`src/rtl/usb_tx_data_buffer_if.sv`:
```
// Byte-stream interface between the AHB slave / protocol controller and the usb_tx data buffer.
// Carries write and pop strobes, the show-ahead head byte, and occupancy/status back to the writer.
// master = the clients that write and pop bytes; slave = the buffer itself.
interface usb_tx_data_buffer_if #(
   parameter int DEPTH = 64,
   parameter int WIDTH = 8
);
   localparam int OW = $clog2(DEPTH) + 1;

   logic             flush;
   logic             store_tx_data;
   logic [WIDTH-1:0] tx_data;
   logic             get_tx_packet_data;
   logic [WIDTH-1:0] tx_packet_data;
   logic [OW-1:0]    buffer_occupancy;
   logic             buffer_empty;
   logic             buffer_full;
   logic             buffer_error;

   modport master (
      output flush,
      output store_tx_data,
      output tx_data,
      output get_tx_packet_data,
      input  tx_packet_data,
      input  buffer_occupancy,
      input  buffer_empty,
      input  buffer_full,
      input  buffer_error
   );

   modport slave (
      input  flush,
      input  store_tx_data,
      input  tx_data,
      input  get_tx_packet_data,
      output tx_packet_data,
      output buffer_occupancy,
      output buffer_empty,
      output buffer_full,
      output buffer_error
   );
endinterface

```
`src/rtl/usb_tx_data_buffer.sv`:
```
// Byte FIFO feeding usb_tx from the AHB slave; head byte is show-ahead, occupancy kept as its own counter.
// Latency: a written byte is visible at tx_packet_data the cycle after its write edge; flags decode registered occupancy.
// Backpressure: none; writes when full are dropped and pops when empty are ignored, optionally latched as a sticky
// error when TX_BUF_ERR_EN is defined (otherwise buffer_error is tied low).
module usb_tx_data_buffer #(
   parameter int DEPTH = 64,
   parameter int WIDTH = 8
) (
   input  logic                    clk,
   input  logic                    rst,
   usb_tx_data_buffer_if.slave     bus
);
   localparam int AW = $clog2(DEPTH);
   localparam int OW = AW + 1;

   localparam logic [AW-1:0] PTR_ONE  = AW'(1);
   localparam logic [OW-1:0] OCC_ONE  = OW'(1);
   localparam logic [OW-1:0] OCC_FULL = OW'(DEPTH);

   logic [WIDTH-1:0] mem [DEPTH];
   logic [AW-1:0]    wr_ptr;
   logic [AW-1:0]    rd_ptr;
   logic [OW-1:0]    occupancy;
   logic             empty;
   logic             full;
   logic             wr_ok;
   logic             rd_ok;

   assign empty = (occupancy == '0);
   assign full  = (occupancy == OCC_FULL);

   // A write into a full buffer is still taken when a pop frees the head slot in the same edge;
   // a pop on an empty buffer is never taken, even if a write lands in the same edge.
   assign wr_ok = bus.store_tx_data && (!full || bus.get_tx_packet_data) && !bus.flush;
   assign rd_ok = bus.get_tx_packet_data && !empty && !bus.flush;

   // Storage write; contents need no reset because occupancy gates what is visible.
   always_ff @(posedge clk) begin
      if (wr_ok) begin
         mem[wr_ptr] <= bus.tx_data;
      end
   end

   // Pointers and occupancy counter; flush discards everything but leaves the error flag alone.
   always_ff @(posedge clk) begin
      if (rst) begin
         wr_ptr    <= '0;
         rd_ptr    <= '0;
         occupancy <= '0;
      end else if (bus.flush) begin
         wr_ptr    <= '0;
         rd_ptr    <= '0;
         occupancy <= '0;
      end else begin
         if (wr_ok) begin
            wr_ptr <= wr_ptr + PTR_ONE;
         end
         if (rd_ok) begin
            rd_ptr <= rd_ptr + PTR_ONE;
         end
         case ({wr_ok, rd_ok})
            2'b10:   occupancy <= occupancy + OCC_ONE;
            2'b01:   occupancy <= occupancy - OCC_ONE;
            default: occupancy <= occupancy;
         endcase
      end
   end

`ifdef TX_BUF_ERR_EN
   logic overflow;
   logic underflow;
   logic error;

   // Events are masked by flush so a discarded strobe never counts as misuse.
   assign overflow  = bus.store_tx_data && full && !bus.get_tx_packet_data && !bus.flush;
   assign underflow = bus.get_tx_packet_data && empty && !bus.flush;

   // Sticky error: only rst clears it.
   always_ff @(posedge clk) begin
      if (rst) begin
         error <= 1'b0;
      end else if (overflow || underflow) begin
         error <= 1'b1;
      end
   end

   assign bus.buffer_error = error;
`else
   assign bus.buffer_error = 1'b0;
`endif

   assign bus.tx_packet_data   = empty ? '0 : mem[rd_ptr];
   assign bus.buffer_occupancy = occupancy;
   assign bus.buffer_empty     = empty;
   assign bus.buffer_full      = full;

endmodule

```
`src/flat_wrapper.sv`:
```
// flat-port wrapper written by rule: the top's interface ports become plain ports
module usb_tx_data_buffer_flat 
#(
   parameter int DEPTH = 64,
   parameter int WIDTH = 8
)
  (clk, rst, bus_flush, bus_store_tx_data, bus_tx_data, bus_get_tx_packet_data, bus_tx_packet_data, bus_buffer_occupancy, bus_buffer_empty, bus_buffer_full, bus_buffer_error);
  usb_tx_data_buffer_if #(.DEPTH(DEPTH), .WIDTH(WIDTH)) bus_i ();
  input  logic clk;
  input  logic rst;
  input wire logic [$bits(bus_i.flush)-1:0] bus_flush;
  input wire logic [$bits(bus_i.store_tx_data)-1:0] bus_store_tx_data;
  input wire logic [$bits(bus_i.tx_data)-1:0] bus_tx_data;
  input wire logic [$bits(bus_i.get_tx_packet_data)-1:0] bus_get_tx_packet_data;
  output wire logic [$bits(bus_i.tx_packet_data)-1:0] bus_tx_packet_data;
  output wire logic [$bits(bus_i.buffer_occupancy)-1:0] bus_buffer_occupancy;
  output wire logic [$bits(bus_i.buffer_empty)-1:0] bus_buffer_empty;
  output wire logic [$bits(bus_i.buffer_full)-1:0] bus_buffer_full;
  output wire logic [$bits(bus_i.buffer_error)-1:0] bus_buffer_error;
  assign bus_i.flush = bus_flush;
  assign bus_i.store_tx_data = bus_store_tx_data;
  assign bus_i.tx_data = bus_tx_data;
  assign bus_i.get_tx_packet_data = bus_get_tx_packet_data;
  assign bus_tx_packet_data = bus_i.tx_packet_data;
  assign bus_buffer_occupancy = bus_i.buffer_occupancy;
  assign bus_buffer_empty = bus_i.buffer_empty;
  assign bus_buffer_full = bus_i.buffer_full;
  assign bus_buffer_error = bus_i.buffer_error;
  usb_tx_data_buffer #(.DEPTH(DEPTH), .WIDTH(WIDTH)) u_core (.clk(clk), .rst(rst), .bus(bus_i));
endmodule
```
`config.mk`:
```
export PLATFORM = sky130hd
export DESIGN_NAME = usb_tx_data_buffer_flat
export DESIGN_NICKNAME = d
export VERILOG_FILES = /design/src/rtl/usb_tx_data_buffer_if.sv /design/src/rtl/usb_tx_data_buffer.sv /design/src/flat_wrapper.sv
export SDC_FILE = /design/constraint.sdc
export NUM_CORES = 1
export LEC_CHECK = 0
export CORE_MARGIN = 3
export CORE_UTILIZATION = 53
export CTS_CLUSTER_DIAMETER = 120
export DETAILED_ROUTE_END_ITERATION = 10
export PLACE_DENSITY = 0.69
export SYNTH_ARGS = -nofsm -noshare
export SYNTH_HDL_FRONTEND = slang
export SYNTH_SLANG_ARGS = --single-unit
export TNS_END_PERCENT = 10
```
`constraint.sdc`:
```
create_clock -name clk -period 4 [get_ports clk]
set_input_delay 0.6 -clock clk [delete_from_list [all_inputs] [get_ports clk]]
set_output_delay 0.6 -clock clk [all_outputs]
set_load 0.02 [all_outputs]
```
==> results.tsv <==
metric	value	unit
slew_headroom	17.7	%
muxShareOfSynthArea	14.8	%
die_w	206	um
drive_above_1_share	27.3	%
peakVddDrop	0.000325	V
first_pass_iters	6	
async_reset_ff_share	0	%
hold_path.class	reg2reg	
antenna_left	0	
drv_cap	0	
cts_tree	yes	
final_common_cell	edfxtp_1	
synth_cell_type_count	59	
cp-start-kind	flop	
antenna_cells	0	
grt_pass1_vias	11201	
place_area	0.0227	mm2
p_clk_share	42.5	%
fin_util	62.6	%
yosys.area.top_type	edfxtp_1	
clockBufferDepth	3	
setup_viol	0	
grt_usage	23.7	%
grt_max_degree	65	
syn_inst	1093	
crit_type	reg2out	
drt_wl_total	48800	um
min_period_over_period	98.4	%
critPathCaptureType	primary output	
min_period	3.94	ns
hold_viol	0	
synth_flop_cell	edfxtp_1	
cts.reportedPaths.clkPinSlew	0.06	ns
ys_seq_area_share	74.8	%
cts_buffers	53	
die_area	0.0425	mm2
crit_fanout	10	
syn_to_final_growth	15.4	%
skew	0.0154	ns
fill_cells	2761	
yosysWarnings	0	
syn-num-nets	1111	
synth_xor_area_share	0.572	%
finalPower	0.0111	W
grt_pass1_wl	73200	um
core_area	0.0391	mm2
io_buffers	29	
p_leak	7.62	nW
clkLatencyLatePin	0.58	ns
p_int	0.00895	W
cts_num_sinks	537	
max_freq	254	MHz
rows	72	
final_cell_mix	edfxtp_1, mux4_2, buf_4	
start_util	54.3	%
pin_count	31	
synth_edf_count	512	
worst_slew_pin_slew	1.23	ns
ctsHtreeMaxLevel	2	
vias_per_cell	6.20	
nNetsFinal	1244	
power_frac_seq	55.5	%
synthAdderAreaFrac	0.295	%
routabilityCongestion	0.881	
synth_compound_gate_area_share	3.25	%
outcome	complete, no violations	
pwr-share-comb	2.0	%
power.switching	0.00217	W
powerDensity	454	mW/mm2
die_h	206	um
arrival	3.34	ns
fin_area	0.0245	mm2
avgSynthCellArea	19.4	um2
dpl.hpwl	30900	um
gr-total-overflow	0	
synthSimpleGateAreaFrac	4.65	%
synth_area	0.0212	mm2
required	3.40	ns
final_max_slew_viol_count	0	
grt_antenna_before_repair	0	
synth_top_area_share	72.4	%
drc_errors	0	
ys_ff_latch	537	
vias	11062	
cts_root_buffer	clkbuf_16	
synth_top_family_by_area	multiplexers	
wl_per_cell	27.4	um
p_sw_share	19.5	%
dr.first_iter.drc_count	1248	
ys_top_cells_by_area	edfxtp_1, mux4_2, dfxtp_1	
[power by group through the flow]
stage / Clock, W / Combinational (W) / Sequential [W]
3_5_place_dp: 0 / 0.000218 / 0.00628
6_report: 0.00473 / 0.000222 / 0.00616
5_1_grt: 0.00505 / 0.000240 / 0.00616
4_1_cts: 0.00483 / 0.000220 / 0.00616
3_3_place_gp: 0 / 0.000211 / 0.00628
2_1_floorplan: 0 / 0.0000781 / 0.00628
[synth_stat cells, drive strengths merged (7+ instances only)]
master	instances
edfxtp	512
xnor2	7
dfxtp	25
o22ai	11
buf	38
mux2	9
a22oi	8
a21oi	7
mux4	121
or3	8
nand3	25
o21ai	11
mux2i	32
nand2	32
clkbuf	26
nor2b	7
a221oi	11
a22o	8
nor3	18
nor2	97
[through the flow]
step | setup slack [ns] | setup TNS [ns] | std cells | hold WS [ns]
CTS | -0.0163 | -0.0163 | 1776 | 0.532
detailed placement | 0.331 | 0 | 1680 | 0.521
global route | -0.000868 | -0.000868 | 1784 | 0.555
global placement | 0.349 | 0 | 1680 | 0.511
floorplan | 0.390 | 0 | 1093 | 0.490
finish | 0.0630 | 0 | 1784 | 0.528
[worst paths after layout]
kind | slack, ns | to | from | cells past startpoint
max reg2reg | 0.52 | u_core.bus.buffer_occupancy[6] | u_core.bus.buffer_occupancy[0] | 12
min | 0.53 | u_core.rd_ptr[5] | u_core.rd_ptr[5] | 2
min reg2reg | 0.53 | u_core.rd_ptr[5] | u_core.rd_ptr[5] | 2
max | 0.06 | bus_tx_packet_data[7] | flop | 6
[logic make-up after synthesis]
kind of cell	after synthesis
AOI/OAI and AO/OA	90
xor gates and xnor gates	13
adders and majority gates	5
buffers and inverters	70
DFF	537
muxes	162
other	1
and+or+nand+nor	215
[worst max-delay path, stage by stage (launching register included)]
cell and delay [ns]:
dfxtp_1 0.43, clkinv_1 0.35, nand2_1 0.34, o22ai_1 0.11
o21ai_0 0.65, a22o_1 0.26, clkdlybuf4s50_1 0.61
[registers in the layout, summed over array words and instances, names as in the netlist, named ones only]
register and count:
u_core.bus.buffer_occupancy 7, u_core.mem 512, u_core.wr_ptr 6, u_core.rd_ptr 6
[metal layers]
metal	GRT usage (%)	vias up	routed length [um]	share of wire (%)
met2	36.8	493	23100	47
li1	-	4739	-	-
met3	5.01	68	4060	8.3
met1	35.4	5762	20700	42
met5	0	-	0	0
met4	5.19	0	1020	2.1
[what timing repair did]
item	in CTS	in global routing
gates resized for setup	7	12
buffers inserted	1	8
hold buffers	0	0
endpoints found under the setup margin	8	8
hold endpoints to repair	0	0
[cell type report]
| cell class | count | area, um2 | area share (%) |
|---|---|---|---|
| inverters | 6 | 22.5 | 0.0920 |
| well taps | 518 | 648 | 2.65 |
| clock buffers | 72 | 1420 | 5.79 |
| repair buffers | 142 | 1240 | 5.08 |
| flip-flops and latches | 537 | 15900 | 64.9 |
| clock inverters | 23 | 208 | 0.848 |
| multi-input cells | 486 | 5050 | 20.6 |
Power figures use the tool's default switching activity.
